$ cat src/rtl/shift_add_multiplier_pkg.sv
// Shared definitions for the shift-and-add multiplier core.
// The default operand width follows the display chain's NBITS.
package shift_add_multiplier_pkg;
    localparam int NBITS         = 8;
    localparam int DEFAULT_WIDTH = NBITS;

    typedef enum logic [1:0] {
        IDLE = 2'd0,
        RUN  = 2'd1,
        DONE = 2'd2
    } mult_state_t;
endpackage

$ cat src/rtl/shift_add_multiplier_if.sv
// Operand/result bundle of the multiplier: master drives operands and start,
// slave (the core) returns the product, sign/magnitude pair and status.
interface shift_add_multiplier_if
    import shift_add_multiplier_pkg::*;
#(
    parameter int WIDTH = DEFAULT_WIDTH
);
    localparam int CW = $clog2(WIDTH + 1);

    logic                 start;
    logic                 signed_mode;
    logic [WIDTH-1:0]     multiplicand;
    logic [WIDTH-1:0]     multiplier;
    logic                 busy;
    logic                 done;
    logic [2*WIDTH-1:0]   product;
    logic [2*WIDTH-1:0]   magnitude;
    logic                 sign;
    logic [CW-1:0]        cycles;

    modport master (
        output start, signed_mode, multiplicand, multiplier,
        input  busy, done, product, magnitude, sign, cycles
    );

    modport slave (
        input  start, signed_mode, multiplicand, multiplier,
        output busy, done, product, magnitude, sign, cycles
    );
endinterface

$ cat src/rtl/shift_add_multiplier_abs_twos.sv
// Conditional two's-complement: passes the value through, or negates it when neg is set.
// Used both to take operand magnitudes and to re-apply the sign to the result.
module shift_add_multiplier_abs_twos #(
    parameter int W = 8
) (
    input  logic [W-1:0] a,
    input  logic         neg,
    output logic [W-1:0] y
);
    assign y = neg ? (~a + W'(1)) : a;
endmodule

$ cat src/rtl/shift_add_multiplier.sv
// Sequential shift-and-add multiplier: magnitudes are multiplied unsigned and
// the sign is re-applied on the way out, so the adder never sees negative values.
module shift_add_multiplier
    import shift_add_multiplier_pkg::*;
#(
    parameter int WIDTH      = DEFAULT_WIDTH,
    parameter bit EARLY_TERM = 1'b1
) (
    input  logic                      clk,
    input  logic                      rst,
    shift_add_multiplier_if.slave     bus
);
    localparam int CW = $clog2(WIDTH + 1);
    localparam int PW = 2 * WIDTH;

    localparam logic [1:0] ST_IDLE = 2'(IDLE);
    localparam logic [1:0] ST_RUN  = 2'(RUN);
    localparam logic [1:0] ST_DONE = 2'(DONE);

    logic [1:0]       state_q, state_d;
    logic [PW-1:0]    mcand_q, mcand_d;
    logic [WIDTH-1:0] mplier_q, mplier_d;
    logic [PW-1:0]    acc_q, acc_d;
    logic [CW-1:0]    cnt_q, cnt_d;
    logic             sign_pend_q, sign_pend_d;
    logic             busy_q, busy_d;
    logic             done_q, done_d;
    logic [PW-1:0]    product_q, product_d;
    logic [PW-1:0]    magnitude_q, magnitude_d;
    logic             sign_q, sign_d;
    logic [CW-1:0]    cycles_q, cycles_d;

    logic [WIDTH-1:0] a_mag, b_mag;
    logic             a_neg, b_neg, res_neg;
    logic [PW-1:0]    res_val;

    assign a_neg   = bus.signed_mode & bus.multiplicand[WIDTH-1];
    assign b_neg   = bus.signed_mode & bus.multiplier[WIDTH-1];
    // A zero product is never reported negative, even for e.g. -5 x 0.
    assign res_neg = sign_pend_q & (|acc_q);

    shift_add_multiplier_abs_twos #(.W(WIDTH)) u_abs_a (
        .a(bus.multiplicand), .neg(a_neg), .y(a_mag)
    );
    shift_add_multiplier_abs_twos #(.W(WIDTH)) u_abs_b (
        .a(bus.multiplier), .neg(b_neg), .y(b_mag)
    );
    shift_add_multiplier_abs_twos #(.W(PW)) u_abs_res (
        .a(acc_q), .neg(res_neg), .y(res_val)
    );

    always_comb begin
        state_d     = state_q;
        mcand_d     = mcand_q;
        mplier_d    = mplier_q;
        acc_d       = acc_q;
        cnt_d       = cnt_q;
        sign_pend_d = sign_pend_q;
        busy_d      = busy_q;
        done_d      = 1'b0;
        product_d   = product_q;
        magnitude_d = magnitude_q;
        sign_d      = sign_q;
        cycles_d    = cycles_q;

        case (state_q)
            ST_IDLE: begin
                busy_d = 1'b0;
                if (bus.start) begin
                    state_d     = ST_RUN;
                    busy_d      = 1'b1;
                    mcand_d     = {{WIDTH{1'b0}}, a_mag};
                    mplier_d    = b_mag;
                    sign_pend_d = a_neg ^ b_neg;
                    acc_d       = '0;
                    cnt_d       = '0;
                end
            end
            ST_RUN: begin
                if (mplier_q[0]) acc_d = acc_q + mcand_q;
                mcand_d  = mcand_q << 1;
                mplier_d = mplier_q >> 1;
                cnt_d    = cnt_q + 1'b1;
                // At least one iteration always runs, even for a zero multiplier.
                if (cnt_d == CW'(WIDTH) || (EARLY_TERM && mplier_d == '0))
                    state_d = ST_DONE;
            end
            ST_DONE: begin
                magnitude_d = acc_q;
                sign_d      = res_neg;
                product_d   = res_val;
                cycles_d    = cnt_q;
                done_d      = 1'b1;
                busy_d      = 1'b1;
                state_d     = ST_IDLE;
            end
            default: state_d = ST_IDLE;
        endcase
    end

    always_ff @(posedge clk) begin
        if (rst) begin
            state_q     <= ST_IDLE;
            mcand_q     <= '0;
            mplier_q    <= '0;
            acc_q       <= '0;
            cnt_q       <= '0;
            sign_pend_q <= 1'b0;
            busy_q      <= 1'b0;
            done_q      <= 1'b0;
            product_q   <= '0;
            magnitude_q <= '0;
            sign_q      <= 1'b0;
            cycles_q    <= '0;
        end else begin
            state_q     <= state_d;
            mcand_q     <= mcand_d;
            mplier_q    <= mplier_d;
            acc_q       <= acc_d;
            cnt_q       <= cnt_d;
            sign_pend_q <= sign_pend_d;
            busy_q      <= busy_d;
            done_q      <= done_d;
            product_q   <= product_d;
            magnitude_q <= magnitude_d;
            sign_q      <= sign_d;
            cycles_q    <= cycles_d;
        end
    end

    assign bus.busy      = busy_q;
    assign bus.done      = done_q;
    assign bus.product   = product_q;
    assign bus.magnitude = magnitude_q;
    assign bus.sign      = sign_q;
    assign bus.cycles    = cycles_q;
endmodule

$ cat src/flat_wrapper.sv
// flat-port wrapper written by rule: the top's interface ports become plain ports
module shift_add_multiplier_flat import shift_add_multiplier_pkg::*;
#(
    parameter int WIDTH      = DEFAULT_WIDTH,
    parameter bit EARLY_TERM = 1'b1
)
  (clk, rst, bus_start, bus_signed_mode, bus_multiplicand, bus_multiplier, bus_busy, bus_done, bus_product, bus_magnitude, bus_sign, bus_cycles);
  shift_add_multiplier_if #(.WIDTH(WIDTH)) bus_i ();
  input  logic clk;
  input  logic rst;
  input wire logic [$bits(bus_i.start)-1:0] bus_start;
  input wire logic [$bits(bus_i.signed_mode)-1:0] bus_signed_mode;
  input wire logic [$bits(bus_i.multiplicand)-1:0] bus_multiplicand;
  input wire logic [$bits(bus_i.multiplier)-1:0] bus_multiplier;
  output wire logic [$bits(bus_i.busy)-1:0] bus_busy;
  output wire logic [$bits(bus_i.done)-1:0] bus_done;
  output wire logic [$bits(bus_i.product)-1:0] bus_product;
  output wire logic [$bits(bus_i.magnitude)-1:0] bus_magnitude;
  output wire logic [$bits(bus_i.sign)-1:0] bus_sign;
  output wire logic [$bits(bus_i.cycles)-1:0] bus_cycles;
  assign bus_i.start = bus_start;
  assign bus_i.signed_mode = bus_signed_mode;
  assign bus_i.multiplicand = bus_multiplicand;
  assign bus_i.multiplier = bus_multiplier;
  assign bus_busy = bus_i.busy;
  assign bus_done = bus_i.done;
  assign bus_product = bus_i.product;
  assign bus_magnitude = bus_i.magnitude;
  assign bus_sign = bus_i.sign;
  assign bus_cycles = bus_i.cycles;
  shift_add_multiplier #(.WIDTH(WIDTH), .EARLY_TERM(EARLY_TERM)) u_core (.clk(clk), .rst(rst), .bus(bus_i));
endmodule
$ cat config.mk
export PLATFORM = sky130hd
export DESIGN_NAME = shift_add_multiplier_flat
export DESIGN_NICKNAME = d
export VERILOG_FILES = /design/src/rtl/shift_add_multiplier_pkg.sv /design/src/rtl/shift_add_multiplier_if.sv /design/src/rtl/shift_add_multiplier_abs_twos.sv /design/src/rtl/shift_add_multiplier.sv /design/src/flat_wrapper.sv
export SDC_FILE = /design/constraint.sdc
export NUM_CORES = 1
export LEC_CHECK = 0
export BUFFER_PORTS_ARGS = -buffer_cell sky130_fd_sc_hd__buf_2
export CAP_MARGIN = 20
export CORE_ASPECT_RATIO = 0.7
export CORE_MARGIN = 4
export CORE_UTILIZATION = 31
export CTS_CLUSTER_DIAMETER = 30
export DETAILED_ROUTE_END_ITERATION = 8
export GPL_TIMING_DRIVEN = 0
export MAX_ROUTING_LAYER = met4
export PLACE_DENSITY = 0.56
export SYNTH_ARGS = -nofsm -noshare
export SYNTH_HDL_FRONTEND = slang
export SYNTH_HIERARCHICAL = 1
export SYNTH_SLANG_ARGS = --single-unit
$ cat constraint.sdc
create_clock -name clk -period 2.95 [get_ports clk]
set_input_delay 0.4425 -clock clk [delete_from_list [all_inputs] [get_ports clk]]
set_output_delay 0.4425 -clock clk [all_outputs]
set_load 0.05 [all_outputs]
# [After elaboration in Yosys (flattened, before gate mapping)]
# Cells that the tools add are included.
[word_totals] ff_bits=86 wordCells=58
[op_classes] add_sub_neg=5 eq_ne=6 muxes=18 n_bitwise=7 reduce_logical=10
[op_table] op="$mux W16" count=4
[op_table] op="$pmux W16 S2" count=2
[op_table] op="$mux W8" count=3
[op_table] op="$add A16 B1 Y16 const B" count=1
[op_table] op="$add A16 B16 Y16" count=1
[op_table] op="$add A8 B1 Y8 const B" count=2
[op_table] op="$not A16 Y16" count=1
[op_table] op="$not A8 Y8" count=2
[op_table] op="$pmux W8 S2" count=1
[op_table] op="$reduce_or A16 Y1" count=1
[op_table] op="$logic_not A8 Y1" count=1
[op_table] op="$pmux W4 S2" count=1
[op_table] op="$reduce_and A2 Y1" count=3
[op_table] op="$add A4 B1 Y4 const B" count=1
[op_table] op="$eq A4 B4 Y1 const B" count=1
[op_table] op="$mux W2" count=2
[op_table] op="$mux W4" count=1
[op_table] op="$ne A2 B1 Y1 const B" count=2
[op_table] op="$pmux W2 S2" count=1
[op_table] op="$reduce_bool A2 Y1" count=2
[op_table] op="$and A1 B1 Y1" count=3
[op_table] op="$reduce_and A3 Y1" count=1
[op_table] op="$eq A2 B1 Y1 const B" count=1
[op_table] op="$eq A2 B2 Y1 const B" count=1
[op_table] op="6 further kinds" count=7

# [Logic depth before layout (Yosys ltp)]
# Gate-level depths: netlist (run 1).
[depth] depth_word=5 mapped_depth=8 mapped_depth_nobuf=8

# [Cells and area by module]
# Netlist (run 1), hierarchy kept.
[modules_own_cells] mod="shift_add_multiplier" n_inst=1 cells_per_inst=506 area_each_um2=4075.2 seq_area_each_um2=1721.7
[modules_own_cells] mod="shift_add_multiplier_abs_twos at u_core.u_abs_a ..." n_inst=2 cells_per_inst=21 area_each_um2=171.4 seq_area_each_um2=0.0
[modules_own_cells] mod="shift_add_multiplier_abs_twos at u_core.u_abs_res" n_inst=1 cells_per_inst=47 area_each_um2=332.8 seq_area_each_um2=0.0

# [Worst setup path after synthesis (run 1)]
# OpenSTA, ideal clock, no wires.
[synth_path] kind="register -> register" from="register u_core.acc_q[0]" to="register u_core.acc_q[14]" arrival_time_ps=1962 required_ps=2833 setup_slack_ps=870 stages_incl_launch_ff=9 synth_period_minus_slack_ps=2080 path_cell_list="dfxtp_1 -> ha_1 -> inv_1 -> fa_1 -> nor2b_4 -> o2111ai_2 -> a211oi_1 -> o31ai_1 -> a32o_1"
[synth_via] elab_chain_cells=3
[synth_rtl] element="from (decl)" line="shift_add_multiplier.sv:23" text="logic [PW-1:0] acc_q, acc_d;"
[synth_rtl] element="from (signal assigned)" line="shift_add_multiplier.sv:106" text="acc_q <= '0;"
[synth_rtl] element="from (signal assigned)" line="shift_add_multiplier.sv:119" text="acc_q <= acc_d;"
[synth_rtl] element="$add A16 B16 Y16" line="shift_add_multiplier.sv:80" text="if (mplier_q[0]) acc_d = acc_q + mcand_q;"
[synth_rtl] element="$mux W16" line="shift_add_multiplier.sv:80"
[synth_rtl] element="$pmux W16 S2" line="shift_add_multiplier.sv:66" text="case (state_q)"
# Every way passes these cells. The select of a mux whose other input is x is not followed.
# A chain may end at the register's enable or synchronous reset.

# [Final worst setup path (run 1)]
[layout_path] from="register u_core.acc_q[8]" to="register u_core.acc_q[13]"
# Same word-level chain as after synthesis.

==> impl_metrics.yaml, run 1 <==
sta:
  period_minus_slack_ns: 2.44
  worst-slew-pin-transition_ns: 0.688
  fmax_mhz: 410
  rsz0062_at_grt: "no"
  fin_skew_ns: 0.00569
  finalHoldViolCount: 0
  slew_viol_final: 0
  slew-limit-headroom: 0.535
  tns_ns: 0
  setup_viol: 0
  fin_crit_sh: 0.826
min_path:
  hold_path_class: "in -> reg"
layout:
  drive_above_1_share: 0.163
  fin_cells: 862
  nFillCells: 1543
  multi_input_area_sq_um: 2750
  area_growth_pct: 17.7
  stdcell_area_sq_um: 5590
  n_antenna_cell: 0
  regArea_sq_um: 1720
  nets: 703
critical_path:
  startpoint_type: "flop"
  r2r-start: "u_core/acc_q[8]$_SDFFE_PP0P_"
  cp.arrival_ns: 2.67
  regToRegEndpoint: "u_core/acc_q[13]$_SDFFE_PP0P_"
  reg2reg_slack_ns: 0.51
  worstPathRequired_ns: 3.18
  critPathKind: "reg -> reg"
  startpoint: "u_core/acc_q[8]$_SDFFE_PP0P_"
  r2r_cells: 7
  critPathCapture: "u_core/acc_q[13]$_SDFFE_PP0P_"
  crit_path_end_kind: "flop"
  critPathMaxFanout: 9
synth:
  yosysTopAreaCell: "dfxtp_1"
  avgSynthCellArea_sq_um: 7.98
  yosys.area_share.simple: 0.237
  synth.distinct_cells: 65
  syn-cell-area_sq_um: 4750
  netlist_instances: 595
  ys_seq_area_frac: 0.362
  async_reset_ff_frac: 0
  synthMuxAreaShare: 0.00211
  ys_ff_latch: 86
  synth_warnings: 6
  synth_fa_ha_area_frac: 0.0543
  synth_top_area_share: 0.362
  synth_compound_area_frac: 0.225
  synth-main-ff-cell: "dfxtp_1"
  synthXorXnorAreaFrac: 0.0608
  ys_top_cells_by_area: "dfxtp_1, nand2_1, a21oi_1"
  synth_top_family_by_area: "simple AND/OR/NAND/NOR gates"
  synth-edff-count: 0
  syn-num-nets: 635
pwr:
  powerDensity_nw_per_um2: 511
  p_leak_uw: 0.00229
  ir_drop_mv: 0.281
die:
  die_w_um: 156
  initial_utilization: 0.320
  die_area_sq_um: 17400
  core_sq_um: 14900
  io_pins: 59
  rows: 37
  chipHeight_um: 112
drt:
  drtIter0Drc: 354
  vias: 4405
  antenna_left: 0
  routedWlPerCell_um: 14.9
  dr.pass1.iters: 4
  drt_wl_total_um: 12900
  drc: 0
  viasPerCell: 5.11
clock_tree:
  path_clk_slew_ns: 0.06
  numClockSinks: 86
  root_buffer: "clkbuf_16"
  clock_latency_ns: 0.34
  post_cts_buffers: 0
  cts_htree_levels: 3
  cts_hold_buf: 0
  cts.path.max_buffers: 2
  cts_resized: 0
  tritoncts: "done"
  cts_made_buffers: 9
run:
  maxCapViolations: 0
global_routing:
  grt_pass1_vias: 4265
  grt_start_max_net_pins: 15
  grt_usage: 0.154
  antenna_found_initial: 0
  grt_pass1_wl_um: 21400
  overflow: 0
placed_design:
  place.gp.congestion: 0.882
  postPlaceCellArea_sq_um: 5280
  numPlacedInstances: 847
  hpwl_um: 9980
  io_buffers: 57
run_status:
  status: "finished, final reports clean"
-- stage by stage --
step / utilization / setup WS, ns / hold slack, ns / power [uW]
after global placement: 0.355 / 0.548 / 0.443 / 1660
after detailed placement: 0.355 / 0.532 / 0.444 / 1670
final: 0.376 / 0.512 / 0.413 / 2860
after floorplan: - / 0.870 / 0.432 / 1550
after global routing: 0.376 / 0.371 / 0.430 / 2990
after CTS: 0.376 / 0.531 / 0.406 / 2880
-- layout make-up --
type	instances	area share
well taps	195	0.0436
flip-flops and latches	86	0.308
clock inverters	5	0.0150
repair buffers	57	0.0510
plain buffers	38	0.0374
clock buffers	10	0.0409
inverters	19	0.0128
multi-input cells	452	0.491
-- kinds of logic (layout without fill, tap and decap cells) --
family | count (synthesis) | after routing
and+or+nand+nor | 244 | 244
DFF | 86 | 86
muxes | 1 | 1
xor gates and xnor gates | 33 | 33
AOI/OAI and AO/OA | 154 | 154
buffers and inverters | 57 | 129
adders and majority gates | 20 | 20
-- where the power goes --
group	switching [uW]	leakage [uW]	internal, uW
sequential	43.5	0.000697	1200
clock	473	0.000145	740
combinational	253	0.00144	141
-- layer usage --
| layer | up-vias | global-route usage | share of wire |
|---|---|---|---|
| li1 | 2226 | - | - |
| met1 | 2055 | 0.212 | 0.50 |
| met2 | 112 | 0.224 | 0.42 |
| met3 | 12 | 0.0431 | 0.068 |
| met4 | 0 | 0.0327 | 0.0069 |
| met5 | - | - | 0 |
-- synth_stat cells (4+ instances only) --
cell type / number
clkbuf_1: 19
o31ai_1: 6
or3_4: 5
buf_6: 5
a211oi_1: 4
ha_1: 19
o21ai_0: 19
xor2_1: 9
a32o_1: 4
or3_1: 5
dfxtp_1: 86
nand4_1: 6
nand3_1: 16
xnor2_1: 24
nand2b_1: 8
buf_1: 6
nor4_1: 6
a21oi_1: 63
inv_1: 19
a21o_1: 8
or4_1: 5
nand2_1: 140
buf_4: 4
nor2_1: 33
a311oi_1: 14
-- flip-flops by register name (all words and copies together), names as in the netlist --
name / flops
u_core/bus.magnitude: 16
u_core/acc_q: 16
u_core/bus.sign: 1
u_core/sign_pend_q: 1
u_core/cnt_q: 4
u_core/bus.product: 16
u_core/mcand_q: 16
u_core/bus.done: 1
u_core/mplier_q: 8
u_core/bus.busy: 1
u_core/bus.cycles: 4
u_core/state_q: 2
-- cell usage in the layout (no fill, tap or decap), types with 6 or more instances in the layout --
master | Yosys | final
nand2_1 | 140 | 140
dfxtp_1 | 86 | 86
a21oi_1 | 63 | 63
buf_2 | 3 | 60
nor2_1 | 33 | 33
xnor2_1 | 24 | 24
clkbuf_1 | 19 | 20
inv_1 | 19 | 19
o21ai_0 | 19 | 19
ha_1 | 19 | 19
nand3_1 | 16 | 16
a311oi_1 | 14 | 14
clkbuf_16 | 0 | 9
xor2_1 | 9 | 9
nand2b_1 | 8 | 8
a21o_1 | 8 | 8
nor4_1 | 6 | 6
buf_1 | 6 | 6
nand4_1 | 6 | 6
o31ai_1 | 6 | 6
-- how the worst min path moves through the flow --
stage	startpoint	endpoint	slack (ns)	cells past startpoint
2_1_floorplan	u_core/sign_pend_q$_SDFFE_PP0P_	u_core/sign_pend_q$_SDFFE_PP0P_	0.43	2
3_3_place_gp	u_core/bus.product[6]$_SDFFE_PP0P_	u_core/bus.product[6]$_SDFFE_PP0P_	0.44	2
3_5_place_dp	u_core/bus.magnitude[5]$_SDFFE_PP0P_	u_core/bus.magnitude[5]$_SDFFE_PP0P_	0.44	2
4_1_cts	bus_signed_mode	u_core/sign_pend_q$_SDFFE_PP0P_	0.41	3
5_1_grt	bus_signed_mode	u_core/sign_pend_q$_SDFFE_PP0P_	0.43	3
6_report	bus_signed_mode	u_core/sign_pend_q$_SDFFE_PP0P_	0.41	3
-- critical path, stage by stage (launching register included) --
cell	delay, ns
dfxtp_1	0.61
ha_1	0.33
buf_6	0.14
and2_4	0.16
a221oi_2	0.35
a221oi_1	0.16
or3_1	0.33
a32o_1	0.25
No activity file was read; power rests on OpenSTA's default activity.
==> run 2, diff against run 1 <==
- clock period: 2.95 -> 2.46 ns (I/O delays scaled with it)
==> run 2 against run 1 <==
  * Die area unchanged
  * Final area increased by 0.22%
  * Clock skew increased by 0.0018 ns
  * Fmax increased by 4.1%
  * First-iteration DRC count decreased by 8.5%
  * Largest cell class unchanged
  * Sequential share of layout area about the same
  * Flip-flop and latch count unchanged
==> impl_metrics.yaml, run 2 (synthesized netlist as in run 1, its figures left out) <==
run_status:
  status: "finished, final reports clean"
layout:
  stdcell_area_sq_um: 5610
  nFillCells: 1542
  area_growth_pct: 18.0
  nets: 703
  mostFrequentLayoutCells: "nand2_1, dfxtp_1, a21oi_1"
  mostFrequentLayoutCell: "nand2_1"
  drive_above_1_share: 0.171
  n_antenna_cell: 0
clock_tree:
  numClockSinks: 86
  path_clk_slew_ns: 0.07
  root_buffer: "clkbuf_16"
  cts_htree_levels: 3
  cts.path.max_buffers: 2
  tritoncts: "done"
  clock_latency_ns: 0.34
  post_cts_buffers: 0
  cts_made_buffers: 9
critical_path:
  crit_chain: "ha_1, nor2b_4, o2111ai_2, a211oi_1, or4_1, a32o_1"
  startpoint_type: "flop"
  crit_path_end_kind: "flop"
  critPathKind: "reg -> reg"
  cp_top_family: "compound AO/OA/AOI/OAI gates"
  worstPathRequired_ns: 2.69
  critPathMaxFanout: 9
  reg2reg_slack_ns: 0.12
  crit_buf_inv: 0
  cpPeakStageDelay_ns: 0.57
  cp.arrival_ns: 2.57
  slowest_stage: "dfxtp_1"
global_routing:
  overflow: 0
  grt_start_max_net_pins: 15
  grt_pass1_vias: 4265
  grt_usage: 0.154
  antenna_found_initial: 0
  grt_pass1_wl_um: 21400
placed_design:
  pre_cts_slack_ns: 0.0418
  hpwl_um: 9980
  place.gp.congestion: 0.882
  postPlaceCellArea_sq_um: 5280
  io_buffers: 57
drt:
  antenna_left: 0
  dr.pass1.iters: 4
  drt_wl_total_um: 12900
  drc: 0
  drtIter0Drc: 324
  viasPerCell: 5.08
  vias: 4380
  routedWlPerCell_um: 14.9
sta:
  rsz0062_at_grt: "no"
  fmax_mhz: 427
  fin_crit_sh: 0.952
  setup_viol: 0
  slew_viol_final: 0
  worst-slew-pin-transition_ns: 0.637
  period_minus_slack_ns: 2.34
  fin_skew_ns: 0.00747
  finalHoldViolCount: 0
  tns_ns: 0
  setup_slack_ns: 0.119
  slew-limit-headroom: 0.571
die:
  initial_utilization: 0.320
  chipHeight_um: 112
  die_area_sq_um: 17400
  die_w_um: 156
  io_pins: 59
  rows: 37
  core_sq_um: 14900
pwr:
  powerDensity_nw_per_um2: 611
  p_leak_uw: 0.00229
  ir_drop_mv: 0.337
min_path:
  hold_path_class: "in -> reg"
run:
  maxCapViolations: 0
==> run 2: cell counts in the layout (fill, tap and decap cells not counted) <==
No cell type changed its count.
==> run 2: layer usage <==
metal  vias up  GRT usage  wire length [um]
met2       109      0.224              5410
met5         -          -                 0
met3        10     0.0431               844
li1       2222          -                 -
met1      2039      0.212              6540
met4         0     0.0327                80
==> run 2: layout make-up <==
cell class / instances / area [sq um] / share of cell area
multi-input combinational: 452 / 2760 / 0.492
sequential: 86 / 1730 / 0.308
timing repair buffer: 57 / 285 / 0.0509
tap: 195 / 244 / 0.0435
clock buffer: 10 / 229 / 0.0408
buffer: 38 / 209 / 0.0373
clock inverter: 5 / 83.8 / 0.0150
inverter: 19 / 71.3 / 0.0127
==> run 2: timing repair <==
item	in CTS	in global routing
hold buffers	0	0
endpoints found under the setup margin	0	15
resized for setup	0	5
==> run 2: where the power goes <==
| group | switching, uW | internal, uW |
|---|---|---|
| Sequential | 51.7 | 1440 |
| Combinational | 304 | 169 |
| Clock | 568 | 888 |
==> run 2: metrics by stage <==
step | util | std cells | hold WS [ns] | power [uW]
2_1_floorplan | - | 595 | 0.432 | 1860
3_3_place_gp | 0.355 | 847 | 0.443 | 1990
3_5_place_dp | 0.355 | 847 | 0.444 | 2000
4_1_cts | 0.376 | 862 | 0.333 | 3460
5_1_grt | 0.377 | 862 | 0.357 | 3590
6_report | 0.377 | 862 | 0.338 | 3430
==> run 2: worst reg2reg max path, cell delays in order, from the launching register on <==
cell,delay (ns)
dfxtp_1,0.57
ha_1,0.36
nor2b_4,0.16
o2111ai_2,0.26
a211oi_1,0.15
or4_1,0.48
a32o_1,0.25
==> run 2: final timing paths <==
check,to,cells after the start,startpoint
hold reg to reg,u_core/bus.magnitude[12]$_SDFFE_PP0P_,2,u_core/bus.magnitude[12]$_SDFFE_PP0P_
setup reg to reg,u_core/acc_q[14]$_SDFFE_PP0P_,6,u_core/acc_q[2]$_SDFFE_PP0P_
hold / removal,u_core/sign_pend_q$_SDFFE_PP0P_,3,bus_signed_mode
setup / recovery,u_core/acc_q[14]$_SDFFE_PP0P_,6,u_core/acc_q[2]$_SDFFE_PP0P_
